### config.mk
export PLATFORM = sky130hd
export DESIGN_NAME = feedback_delay_line
export DESIGN_NICKNAME = d
export VERILOG_FILES = /design/src/rtl/feedback_pkg.sv /design/src/rtl/delay_ring.sv /design/src/rtl/feedback_delay_line.sv
export SDC_FILE = /design/constraint.sdc
export NUM_CORES = 1
export LEC_CHECK = 0
export BUFFER_PORTS_ARGS = -buffer_cell sky130_fd_sc_hd__buf_2
export CORE_ASPECT_RATIO = 0.75
export CORE_MARGIN = 2
export CORE_UTILIZATION = 25
export DETAILED_ROUTE_END_ITERATION = 8
export MAX_ROUTING_LAYER = met4
export PLACE_DENSITY = 0.43
export SYNTH_ARGS = -nofsm -noshare
export SYNTH_HDL_FRONTEND = slang
export SYNTH_SLANG_ARGS = --single-unit
### constraint.sdc
create_clock -name clk -period 7.5 [get_ports clk]
set_input_delay 0 -clock clk [delete_from_list [all_inputs] [get_ports clk]]
set_output_delay 0 -clock clk [all_outputs]
set_load 0.05 [all_outputs]
### src/rtl/feedback_pkg.sv
// rtl/feedback_pkg.sv - shared widths and delay clamping for the feedback blocks
package feedback_pkg;

   // Reference geometry used by feedback blocks built at the default depth
   localparam int FB_DEPTH = 16;
   localparam int PTR_W    = $clog2(FB_DEPTH);
   localparam int DLY_W    = PTR_W + 1;

   // Legal delays are 1..depth: zero becomes one, anything larger becomes depth
   function automatic logic [31:0] clamp_delay(input logic [31:0] req,
                                               input logic [31:0] depth);
      logic [31:0] res;
      if (req == 32'd0)
         res = 32'd1;
      else if (req > depth)
         res = depth;
      else
         res = req;
      return res;
   endfunction

endpackage

### src/rtl/delay_ring.sv
// rtl/delay_ring.sv - circular sample store with read-before-write
module delay_ring #(
   parameter int W     = 4,
   parameter int DEPTH = 16,
   parameter int AW    = $clog2(DEPTH)
) (
   input  logic          clk,
   input  logic          we,
   input  logic [AW-1:0] wr_addr,
   input  logic [W-1:0]  wr_data,
   input  logic [AW-1:0] rd_addr,
   output logic [W-1:0]  rd_data
);

   logic [W-1:0] mem [DEPTH];

   // Write on the edge; the combinational read still sees the pre-edge entry
   always_ff @(posedge clk) begin
      if (we)
         mem[wr_addr] <= wr_data;
   end

   assign rd_data = mem[rd_addr];

endmodule

### src/rtl/feedback_delay_line.sv
// rtl/feedback_delay_line.sv - multi-channel programmable-depth feedback delay line
module feedback_delay_line
   import feedback_pkg::*;
#(
   parameter int CHANNELS     = 4,
   parameter int WIDTH        = 1,
   parameter int DEPTH        = 16,
   parameter int DELAY_RESET  = 4,
   parameter bit INVERT_RESET = 1'b0
) (
   input  logic                      clk,
   input  logic                      rst_n,
   input  logic                      in_valid,
   input  logic [CHANNELS*WIDTH-1:0] in_data,
   input  logic                      cfg_we,
   input  logic [$clog2(DEPTH):0]    cfg_delay,
   input  logic                      cfg_invert,
   output logic                      out_valid,
   output logic [CHANNELS*WIDTH-1:0] out_data,
   output logic                      primed,
   output logic [$clog2(DEPTH):0]    delay_cur
);

   // Widths follow this instance's DEPTH rather than the package default
   localparam int DW  = CHANNELS * WIDTH;
   localparam int PW  = $clog2(DEPTH);
   localparam int CW  = PW + 1;
   localparam logic [31:0] DEPTH_U = 32'(DEPTH);

   logic [PW-1:0] wr_ptr;
   logic [PW-1:0] rd_idx;
   logic [CW-1:0] cnt;
   logic [CW-1:0] d;
   logic          inv;
   logic [DW-1:0] rd_data;

   // d == DEPTH has zero low bits, so the read lands on the slot being overwritten
   assign rd_idx    = wr_ptr - d[PW-1:0];
   assign primed    = (cnt == d);
   assign delay_cur = d;

   delay_ring #(
      .W     (DW),
      .DEPTH (DEPTH),
      .AW    (PW)
   ) u_ring (
      .clk     (clk),
      .we      (in_valid),
      .wr_addr (wr_ptr),
      .wr_data (in_data),
      .rd_addr (rd_idx),
      .rd_data (rd_data)
   );

   // Pointer, fill count, delay setting and registered output
   always_ff @(posedge clk or negedge rst_n) begin
      if (!rst_n) begin
         wr_ptr    <= '0;
         cnt       <= '0;
         d         <= CW'(DELAY_RESET);
         inv       <= INVERT_RESET;
         out_valid <= 1'b0;
         out_data  <= '0;
      end else begin
         out_valid <= 1'b0;
         if (cfg_we) begin
            // Flush: a coincident sample still gets stored and starts the new fill
            d   <= CW'(clamp_delay(32'(cfg_delay), DEPTH_U));
            inv <= cfg_invert;
            cnt <= in_valid ? CW'(1) : CW'(0);
            if (in_valid)
               wr_ptr <= wr_ptr + 1'b1;
         end else if (in_valid) begin
            if (primed) begin
               out_data  <= rd_data ^ {DW{inv}};
               out_valid <= 1'b1;
            end
            wr_ptr <= wr_ptr + 1'b1;
            if (cnt < d)
               cnt <= cnt + 1'b1;
         end
      end
   end

endmodule

==> results.sh, run 1 <==
export IMPL_gr_total_overflow=0
export IMPL_clkLatencyLatePin_ns=0.33
export IMPL_use_met1=0.158
export IMPL_ys_seq_area_frac=0.646
export IMPL_cts_buffers=9
export IMPL_drcViolationCount=0
export IMPL_layout_min_cycle_time_ns=3.19
export IMPL_core_area_um2=14500
export IMPL_die_area_um2=16000
export IMPL_clock_fmax_mhz=313
export IMPL_path_class="reg2reg"
export IMPL_syn_to_final_growth_pct=17.1
export IMPL_setup_ws_ns=4.31
export IMPL_num_rows=38
export IMPL_syn_mean_instance_area_um2=16.4
export IMPL_io_buffers=24
export IMPL_finalMaxSlewViolations=0
export IMPL_firstDrtPassIters=4
export IMPL_fin_skew_ns=0.00482
export IMPL_grtUsageTotal=0.111
export IMPL_htreeDepth=3
export IMPL_clockBufferDepth=2
export IMPL_worst_pin_slew_ns=1.02
export IMPL_finalCritPeriodShare=0.426
export IMPL_dp_slack_ns=4.25
export IMPL_path_buf_inv=2
export IMPL_status="finished, final reports clean"
export IMPL_dp_hpwl_mm=5.54
export IMPL_setup_violations=0
export IMPL_ir_worst_vdd_v=0.000138
export IMPL_grt_pass1_wl_mm=12.4
export IMPL_seqCellArea_um2=2420
export IMPL_wirelength_mm=7.86
export IMPL_relSlewSlack=0.315
export IMPL_boundaryPins=25
export IMPL_final_hold_viol_count=0
export IMPL_required_ns=7.71
export IMPL_drt_iter0_drc=105
export IMPL_cp_top_family="XOR/XNOR gates"
export IMPL_syn_area_um2=3750
export IMPL_cts_tree="yes"
export IMPL_hold_path_class="in2reg"
export IMPL_setup_tns_ns=0
export IMPL_endpoint_kind="flop"
export IMPL_vias=1979
export IMPL_layout_commonest_cell="edfxtp_1"
export IMPL_antenna_found_initial=0
export IMPL_use_met2=0.150
export IMPL_p_per_area_nw_per_um2=367
export IMPL_cts_sinks=84
export IMPL_cp_cell_sequence="inv_1, ha_1, inv_1, fa_1, xnor2_2, mux4_2, mux2i_1, mux2i_1, xnor2_1, o21ai_1"
export IMPL_fin_nets=291
export IMPL_synth_top_cell_area_share=0.513
export IMPL_grt_pass1_vias=2011
export IMPL_gr_usage_met3=0.0309
export IMPL_vias_per_cell=4.23
export IMPL_multi_input_area_um2=1240
export IMPL_power_leakage_nw=1.62
export IMPL_place_gp_congestion=0.741
export IMPL_synth_edf_count=64
export IMPL_antenna_cells=0
export IMPL_initial_core_util=0.258
export IMPL_drv_cap=0
export IMPL_yosysUniqueCellTypes=38
export IMPL_routedWlPerCell_um=16.8
export IMPL_fin_util=0.302
export IMPL_die_x_um=145
export IMPL_synth_area_leaders="edfxtp_1 51%, dfrtp_1 13%, mux4_2 7.2%"
export IMPL_final_cell_mix="64 x edfxtp_1, 24 x buf_2, 19 x dfrtp_1, 16 x and2_1"
export IMPL_synth_seq_cells=84
export IMPL_cts_setup_buffers=0
export IMPL_worstPathArrival_ns=3.40
export IMPL_netlist_instances=229
export IMPL_worst_path_max_fanout=16
export IMPL_die_h_um=110
export IMPL_dominantRegCellSynth="edfxtp_1"
export IMPL_path_clk_slew_ns=0.06
export IMPL_rsz0062_at_grt="no"
export IMPL_clock_root_buffer="clkbuf_16"
export IMPL_yosys_area_top_type="edfxtp_1"
export IMPL_fillers=1476
export IMPL_grt_max_degree=21
export IMPL_ant_nets=0
export IMPL_top_usage_layer="met1"
export IMPL_cpPeakStageDelay_ns=0.82
export IMPL_synth_yosys_warnings=0
export IMPL_syn_nets=257
export IMPL_start_kind="flop"
export IMPL_layout_drive_gt1_share=0.205
export IMPL_ys_async_sr_fraction=0.238
export IMPL_cpMaxStageDelayCell="xnor2_2"
worst min-delay path: stages:
cell    delay [ns]
buf_2         0.08
nor2_1        0.03
nor2_1        0.08
mux2_2        0.14
layout make-up:
cell class | instances | share of cell area
clock buffer | 9 | 0.0513
clock inverter | 7 | 0.00769
inverter | 9 | 0.00769
multi-input combinational | 128 | 0.282
sequential | 84 | 0.552
tap | 200 | 0.0570
timing repair buffer | 31 | 0.0427
what timing repair did:
item	in CTS	in global routing
hold endpoints to repair	25	0
hold buffers	6	0
resized for setup	0	0
setup endpoints to repair	0	0
cells by family after synthesis:
| family | after synthesis | share of synthesized area |
|---|---|---|
| mux | 31 | 0.141 |
| simple gates | 52 | 0.0787 |
| flops | 84 | 0.646 |
| buf+inv | 17 | 0.0240 |
| compound gates | 21 | 0.0360 |
| fa+ha+maj | 14 | 0.0487 |
| xor+xnor | 10 | 0.0254 |
power breakdown:
group | switching, mW | leakage [nW] | internal (mW)
clock network | 0.172 | 0.127 | 0.219
registers | 0.0400 | 0.830 | 0.562
logic | 0.336 | 0.668 | 0.283
worst paths after layout:
kind / startpoint / endpoint / slack (ns) / cells past startpoint
max: wr_ptr[0]$_DFFE_PN0P_ / out_data[3]$_DFFE_PN0P_ / 4.31 / 10
min: cfg_delay[0] / delay_cur[0]$_DFFE_PN0P_ / 0.03 / 4
max reg2reg: wr_ptr[0]$_DFFE_PN0P_ / out_data[3]$_DFFE_PN0P_ / 4.31 / 10
min reg2reg: out_data[0]$_DFFE_PN0P_ / out_data[0]$_DFFE_PN0P_ / 0.48 / 2
max in group asynchronous: rst_n / delay_cur[2]$_DFFE_PN1P_ / 6.98 / 2
min in group asynchronous: rst_n / cnt[2]$_DFFE_PN0P_ / 0.16 / 2
metal layers:
metal | vias to the layer above | wire length, µm
met5 | - | 0
met2 | 28 | 3380
met4 | 0 | 72
li1 | 941 | -
met3 | 6 | 272
met1 | 1004 | 4130
through the flow:
step / instance area (µm²) / power [mW] / hold WS [ns] / std cells
2_1_floorplan: 3750 / 1.10 / -0.296 / 229
4_1_cts: 4390 / 1.64 / 0.0270 / 468
6_report: 4390 / 1.61 / 0.0310 / 468
3_5_place_dp: 4070 / 1.24 / -0.000381 / 446
3_3_place_gp: 4070 / 1.24 / -0.00343 / 446
5_1_grt: 4390 / 1.71 / 0.0518 / 468
cell usage after synthesis, types with 4 or more instances:
cell type / number
edfxtp_1: 64
dfrtp_1: 19
and2_1: 16
ha_1: 13
mux2i_1: 13
mux4_2: 12
nand2_1: 12
inv_1: 9
xnor2_1: 7
nor2_1: 5
o21ai_0: 5
clkbuf_1: 4
mux4_1: 4
nand3b_1: 4
o21ai_1: 4
sequential cells by signal (all words and copies together) (netlist names):
register and count:
u_ring.mem 64, delay_cur 5, wr_ptr 4, inv 1
cnt 5, out_data 4, out_valid 1
Note: power is estimated with default switching activity, not from simulation.
==> run 2: changes to the inputs <==
clock period = 3.1 ns   (was 7.5 ns; I/O delays follow)
==> run 2 against run 1 <==
  * Global-route usage fell by 0.13 points
  * Register-to-register slack got worse by 4.0 ns
  * Die area did not move
  * Routed wire length rose by 0.53%
  * Cell count rose by 0.85%
  * Critical endpoint is now out_data[2]$_DFFE_PN0P_
  * First-iteration DRC count rose by 39%
  * Combinational power rose to 2.6 times the previous value
  * Largest power group unchanged
  * Sequential cell count did not move
  * Critical path type unchanged
  * Non-clock buffer count rose by 4
  * Final area rose by 2.4%
==> results.sh, run 2 (synthesis results as in run 1) <==
export IMPL_status="finished, final reports clean"
export IMPL_cpPeakStageDelay_ns=0.65
export IMPL_firstDrtPassIters=3
export IMPL_grt_pass1_wl_mm=12.3
export IMPL_fin_nets=295
export IMPL_grtUsageTotal=0.109
export IMPL_syn_to_final_growth_pct=19.9
export IMPL_cts_tree="yes"
export IMPL_endpoint_kind="flop"
export IMPL_power_frac_clock=0.259
export IMPL_die_h_um=110
export IMPL_fin_skew_ns=0.00555
export IMPL_clockBufferDepth=2
export IMPL_finalMaxSlewViolations=0
export IMPL_gr_total_overflow=0
export IMPL_start_kind="flop"
export IMPL_worst_pin_slew_ns=0.490
export IMPL_die_x_um=145
export IMPL_ir_worst_vdd_v=0.000291
export IMPL_layout_min_cycle_time_ns=2.80
export IMPL_required_ns=3.30
export IMPL_switching_share=0.331
export IMPL_num_rows=38
export IMPL_path_class="reg2reg"
export IMPL_largest_reg_flops=64
export IMPL_cpMaxStageDelayCell="mux4_1"
export IMPL_routedWlPerCell_um=16.7
export IMPL_p_per_area_nw_per_um2=924
export IMPL_drt_iter0_drc=146
export IMPL_clkLatencyLatePin_ns=0.33
export IMPL_p_seq_frac=0.349
export IMPL_cp_cell_sequence="inv_1, ha_1, inv_1, fa_1, buf_12, mux4_1, mux2i_1, mux2i_1, xnor2_1, o21ai_1"
export IMPL_dp_hpwl_mm=5.46
export IMPL_p_int_mw=2.78
export IMPL_drcViolationCount=0
export IMPL_ant_nets=0
export IMPL_largest_register="u_ring.mem"
export IMPL_worstPathArrival_ns=3.01
export IMPL_initial_core_util=0.258
export IMPL_htreeDepth=3
export IMPL_dp_slack_ns=0.298
export IMPL_drv_cap=0
export IMPL_finalCritPeriodShare=0.905
export IMPL_cts_buffers=9
export IMPL_cts_repair_resized=0
export IMPL_worst_path_max_fanout=16
export IMPL_place_gp_congestion=0.689
export IMPL_p_comb_frac=0.391
export IMPL_vias=1990
export IMPL_layout_commonest_cell="edfxtp_1"
export IMPL_p_sw_mw=1.37
export IMPL_setup_violations=0
export IMPL_final_cell_mix="64 x edfxtp_1, 24 x buf_2, 19 x dfrtp_1, 16 x and2_1"
export IMPL_hold_path_class="in2reg"
export IMPL_vias_per_cell=4.22
export IMPL_fillers=1440
export IMPL_layout_drive_gt1_share=0.221
export IMPL_fin_util=0.309
export IMPL_path_clk_slew_ns=0.06
export IMPL_io_buffers=24
export IMPL_antenna_found_initial=0
export IMPL_setup_ws_ns=0.296
export IMPL_power_leakage_nw=1.66
export IMPL_cts_sinks=84
export IMPL_clock_fmax_mhz=357
export IMPL_boundaryPins=25
export IMPL_cts_setup_buffers=0
export IMPL_grt_pass1_vias=2043
export IMPL_antenna_cells=0
export IMPL_setup_tns_ns=0
export IMPL_wirelength_mm=7.90
export IMPL_relSlewSlack=0.673
export IMPL_final_hold_viol_count=0
export IMPL_rsz0062_at_grt="no"
export IMPL_grt_max_degree=21
export IMPL_core_area_um2=14500
export IMPL_clock_root_buffer="clkbuf_16"
export IMPL_die_area_um2=16000
==> run 2: changes by cell type in the layout (fill, tap and decap cells not counted) <==
cell / delta
clkinv_2: -1
buf_12: +2
clkbuf_8: +1
bufinv_16: +1
clkinvlp_4: +1
clkinv_1: -3
clkinv_4: +1
dlygate4sd3_1: +2
==> run 2: metal layers <==
metal / global-route usage / up-vias / share of wire
li1: - / 947 / -
met1: 0.145 / 1017 / 0.52
met2: 0.167 / 18 / 0.44
met3: 0.0284 / 8 / 0.022
met4: 0.0336 / 0 / 0.014
met5: - / - / 0
==> run 2: layout make-up <==
class                      count  area, µm²  area share
clock inverter                 6       63.8      0.0142
tap                          200        250      0.0557
inverter                       9       33.8     0.00752
clock buffer                  10        239      0.0532
sequential                    84       2420       0.539
multi-input combinational    128       1240       0.275
timing repair buffer          35        248      0.0551
==> run 2: power by group through the flow <==
stage / sequential, mW / clock (mW) / combinational (mW)
final: 1.45 / 1.08 / 1.62
after floorplan: 1.55 / 0 / 1.12
after global placement: 1.47 / 0 / 1.64
after detailed placement: 1.48 / 0 / 1.65
after CTS: 1.45 / 1.11 / 1.66
after global routing: 1.47 / 1.15 / 1.76
==> run 2: worst max-delay path, delay by kind of cell, from the launching register on <==
family	cells	cell delay, ns
multiplexers	3	0.95
adder cells (fa/ha/maj)	2	0.68
flip-flops	1	0.43
buffers and inverters	3	0.38
XOR/XNOR	1	0.16
AO/OA/AOI/OAI	1	0.07
==> run 2: final timing paths <==
check                                              from                        to  slack [ns]  cells past startpoint
worst max-delay path              wr_ptr[0]$_DFFE_PN0P_   out_data[2]$_DFFE_PN0P_        0.30                     10
worst min-delay path                       cfg_delay[0]  delay_cur[0]$_DFFE_PN0P_        0.03                      4
worst max register to register    wr_ptr[0]$_DFFE_PN0P_   out_data[2]$_DFFE_PN0P_        0.30                     10
worst min register to register  out_data[3]$_DFFE_PN0P_   out_data[3]$_DFFE_PN0P_        0.49                      2
max in group asynchronous                         rst_n  delay_cur[2]$_DFFE_PN1P_        2.58                      2
min in group asynchronous                         rst_n        cnt[0]$_DFFE_PN0P_        0.16                      2
==> run 2: what timing repair did <==
action | in CTS | in global routing
hold buffers | 8 | 0
hold endpoints to repair | 25 | 0
setup endpoints to repair | 0 | 0
==> run 2: through the flow <==
step / cell area, µm² / std cells / hold WS (ns) / total power, mW
2_1_floorplan: 3750 / 229 / -0.296 / 2.67
3_3_place_gp: 4110 / 448 / 0.0116 / 3.12
3_5_place_dp: 4110 / 448 / 0.00383 / 3.12
4_1_cts: 4490 / 472 / 0.0191 / 4.22
5_1_grt: 4490 / 472 / 0.0456 / 4.39
6_report: 4490 / 472 / 0.0309 / 4.15
==> run 3: changes to the inputs <==
CTS_BUF_LIST = sky130_fd_sc_hd__clkbuf_8   (was not set)
==> run 3 against run 2 <==
  * Sequential power about the same
  * Register-to-register slack about the same
  * Utilization down 0.70 points
  * Hold slack worse by 0.0064 ns
  * Clock-buffer cell count unchanged
  * Clock power down 26%
  * Sequential share of layout area up 1.2 points
  * Highest routed layer unchanged
  * Critical endpoint unchanged
  * Combinational power about the same
  * Die area unchanged
  * Cell count unchanged
  * Via count about the same
==> results.sh, run 3 (synthesis results as in run 1) <==
export IMPL_cp_top_family="multiplexers"
export IMPL_drv_cap=0
export IMPL_grtUsageTotal=0.110
export IMPL_cpPeakStageDelay_ns=0.65
export IMPL_routedWlPerCell_um=16.7
export IMPL_relSlewSlack=0.670
export IMPL_syn_to_final_growth_pct=17.2
export IMPL_path_buf_inv=3
export IMPL_finalMaxSlewViolations=0
export IMPL_drcViolationCount=0
export IMPL_worstRegToRegCells=10
export IMPL_finalCritPeriodShare=0.907
export IMPL_wirelength_mm=7.90
export IMPL_setup_violations=0
export IMPL_start_kind="flop"
export IMPL_setup_ws_ns=0.287
export IMPL_htreeDepth=3
export IMPL_grt_pass1_vias=2027
export IMPL_hp_start="in_valid"
export IMPL_largest_reg_flops=64
export IMPL_ant_nets=0
export IMPL_vias_per_cell=4.22
export IMPL_cts_tree="yes"
export IMPL_worst_pin_slew_ns=0.495
export IMPL_setup_tns_ns=0
export IMPL_fin_cells=472
export IMPL_clock_root_buffer="clkbuf_8"
export IMPL_cp_cell_sequence="inv_1, ha_1, inv_1, fa_1, buf_12, mux4_1, mux2i_1, mux2i_1, xnor2_1, o21ai_1"
export IMPL_worst_path_max_fanout=16
export IMPL_layout_min_cycle_time_ns=2.81
export IMPL_hold_path_class="in2reg"
export IMPL_critPathLaunch="wr_ptr[0]$_DFFE_PN0P_"
export IMPL_reg2reg_to="out_data[2]$_DFFE_PN0P_"
export IMPL_initial_core_util=0.258
export IMPL_p_per_area_nw_per_um2=882
export IMPL_dp_slack_ns=0.298
export IMPL_grt_max_degree=21
export IMPL_status="finished, final reports clean"
export IMPL_hold_path_end="wr_ptr[0]$_DFFE_PN0P_"
export IMPL_hold_path_depth=2
export IMPL_timing_hold_ws_ns=0.0244
export IMPL_boundaryPins=25
export IMPL_fillers=1452
export IMPL_num_rows=38
export IMPL_rsz0062_at_grt="no"
export IMPL_fin_nets=295
export IMPL_core_area_um2=14500
export IMPL_clockBufferDepth=2
export IMPL_largest_register="u_ring.mem"
export IMPL_required_ns=3.34
export IMPL_path_class="reg2reg"
export IMPL_fin_area_um2=4390
export IMPL_dp_cells=448
export IMPL_antenna_cells=0
export IMPL_die_h_um=110
export IMPL_fin_skew_ns=0.0122
export IMPL_drt_iter0_drc=160
export IMPL_cpMaxStageDelayCell="mux4_1"
export IMPL_grt_pass1_wl_mm=12.3
export IMPL_clkLatencyLatePin_ns=0.37
export IMPL_io_buffers=24
export IMPL_dp_hpwl_mm=5.46
export IMPL_path_clk_slew_ns=0.09
export IMPL_clock_fmax_mhz=356
export IMPL_cts_buffers=9
export IMPL_final_cell_mix="64 x edfxtp_1, 24 x buf_2, 19 x dfrtp_1, 16 x and2_1"
export IMPL_endpoint_kind="flop"
export IMPL_place_gp_congestion=0.689
export IMPL_firstDrtPassIters=4
export IMPL_layout_commonest_cell="edfxtp_1"
export IMPL_gr_total_overflow=0
export IMPL_vias=1991
export IMPL_ir_worst_vdd_v=0.000296
export IMPL_antenna_found_initial=0
export IMPL_place_area_um2=4110
export IMPL_final_hold_viol_count=0
export IMPL_die_area_um2=16000
export IMPL_die_x_um=145
export IMPL_ff2ff_setup_slack_ns=0.29
export IMPL_worstPathArrival_ns=3.05
export IMPL_power_leakage_nw=1.62
export IMPL_r2r_start="wr_ptr[0]$_DFFE_PN0P_"
export IMPL_cts_sinks=84
export IMPL_layout_drive_gt1_share=0.221
run 3: metrics by stage:
stage	power [mW]	util
after floorplan	2.67	-
after global placement	3.12	0.283
after detailed placement	3.12	0.283
after CTS	3.94	0.302
after global routing	4.11	0.302
final	3.87	0.302
run 3: area by class of cell:
type,count,area [µm²],area share
sequential,84,2420,0.552
multi-input combinational,128,1240,0.281
tap,200,250,0.0570
timing repair buffer,35,248,0.0564
clock buffer,10,138,0.0313
clock inverter,6,63.8,0.0145
inverter,9,33.8,0.00769
run 3: worst max-delay path by stage:
stage / end / slack (ns) / depth (start not counted)
2_1_floorplan: out_data[1]$_DFFE_PN0P_ / 0.29 / 10
3_3_place_gp: out_data[2]$_DFFE_PN0P_ / 0.34 / 10
3_5_place_dp: out_data[2]$_DFFE_PN0P_ / 0.30 / 10
4_1_cts: out_data[2]$_DFFE_PN0P_ / 0.29 / 10
5_1_grt: out_data[1]$_DFFE_PN0P_ / 0.16 / 10
6_report: out_data[2]$_DFFE_PN0P_ / 0.29 / 10
run 3: repair_timing:
action / in CTS / in global routing
buffers inserted: 0 / 0
hold endpoints to repair: 26 / 0
resized for setup: 0 / 0
hold buffers: 8 / 0
run 3: routing by layer:
metal  vias up  part of all wire  global-route usage  routed length (µm)
li1        948                 -                   -                   -
met1      1011              0.53               0.144                4160
met2        24              0.43               0.164                3430
met3         8             0.026              0.0309                 208
met4         0             0.013              0.0441                 106
met5         -                 0                   -                   0
run 3: where the power goes:
group / internal (mW) / switching, mW / total, mW
Combinational: 0.774 / 0.847 / 1.62
Clock: 0.393 / 0.410 / 0.803
Sequential: 1.36 / 0.0916 / 1.45
Total: 2.52 / 1.35 / 3.87
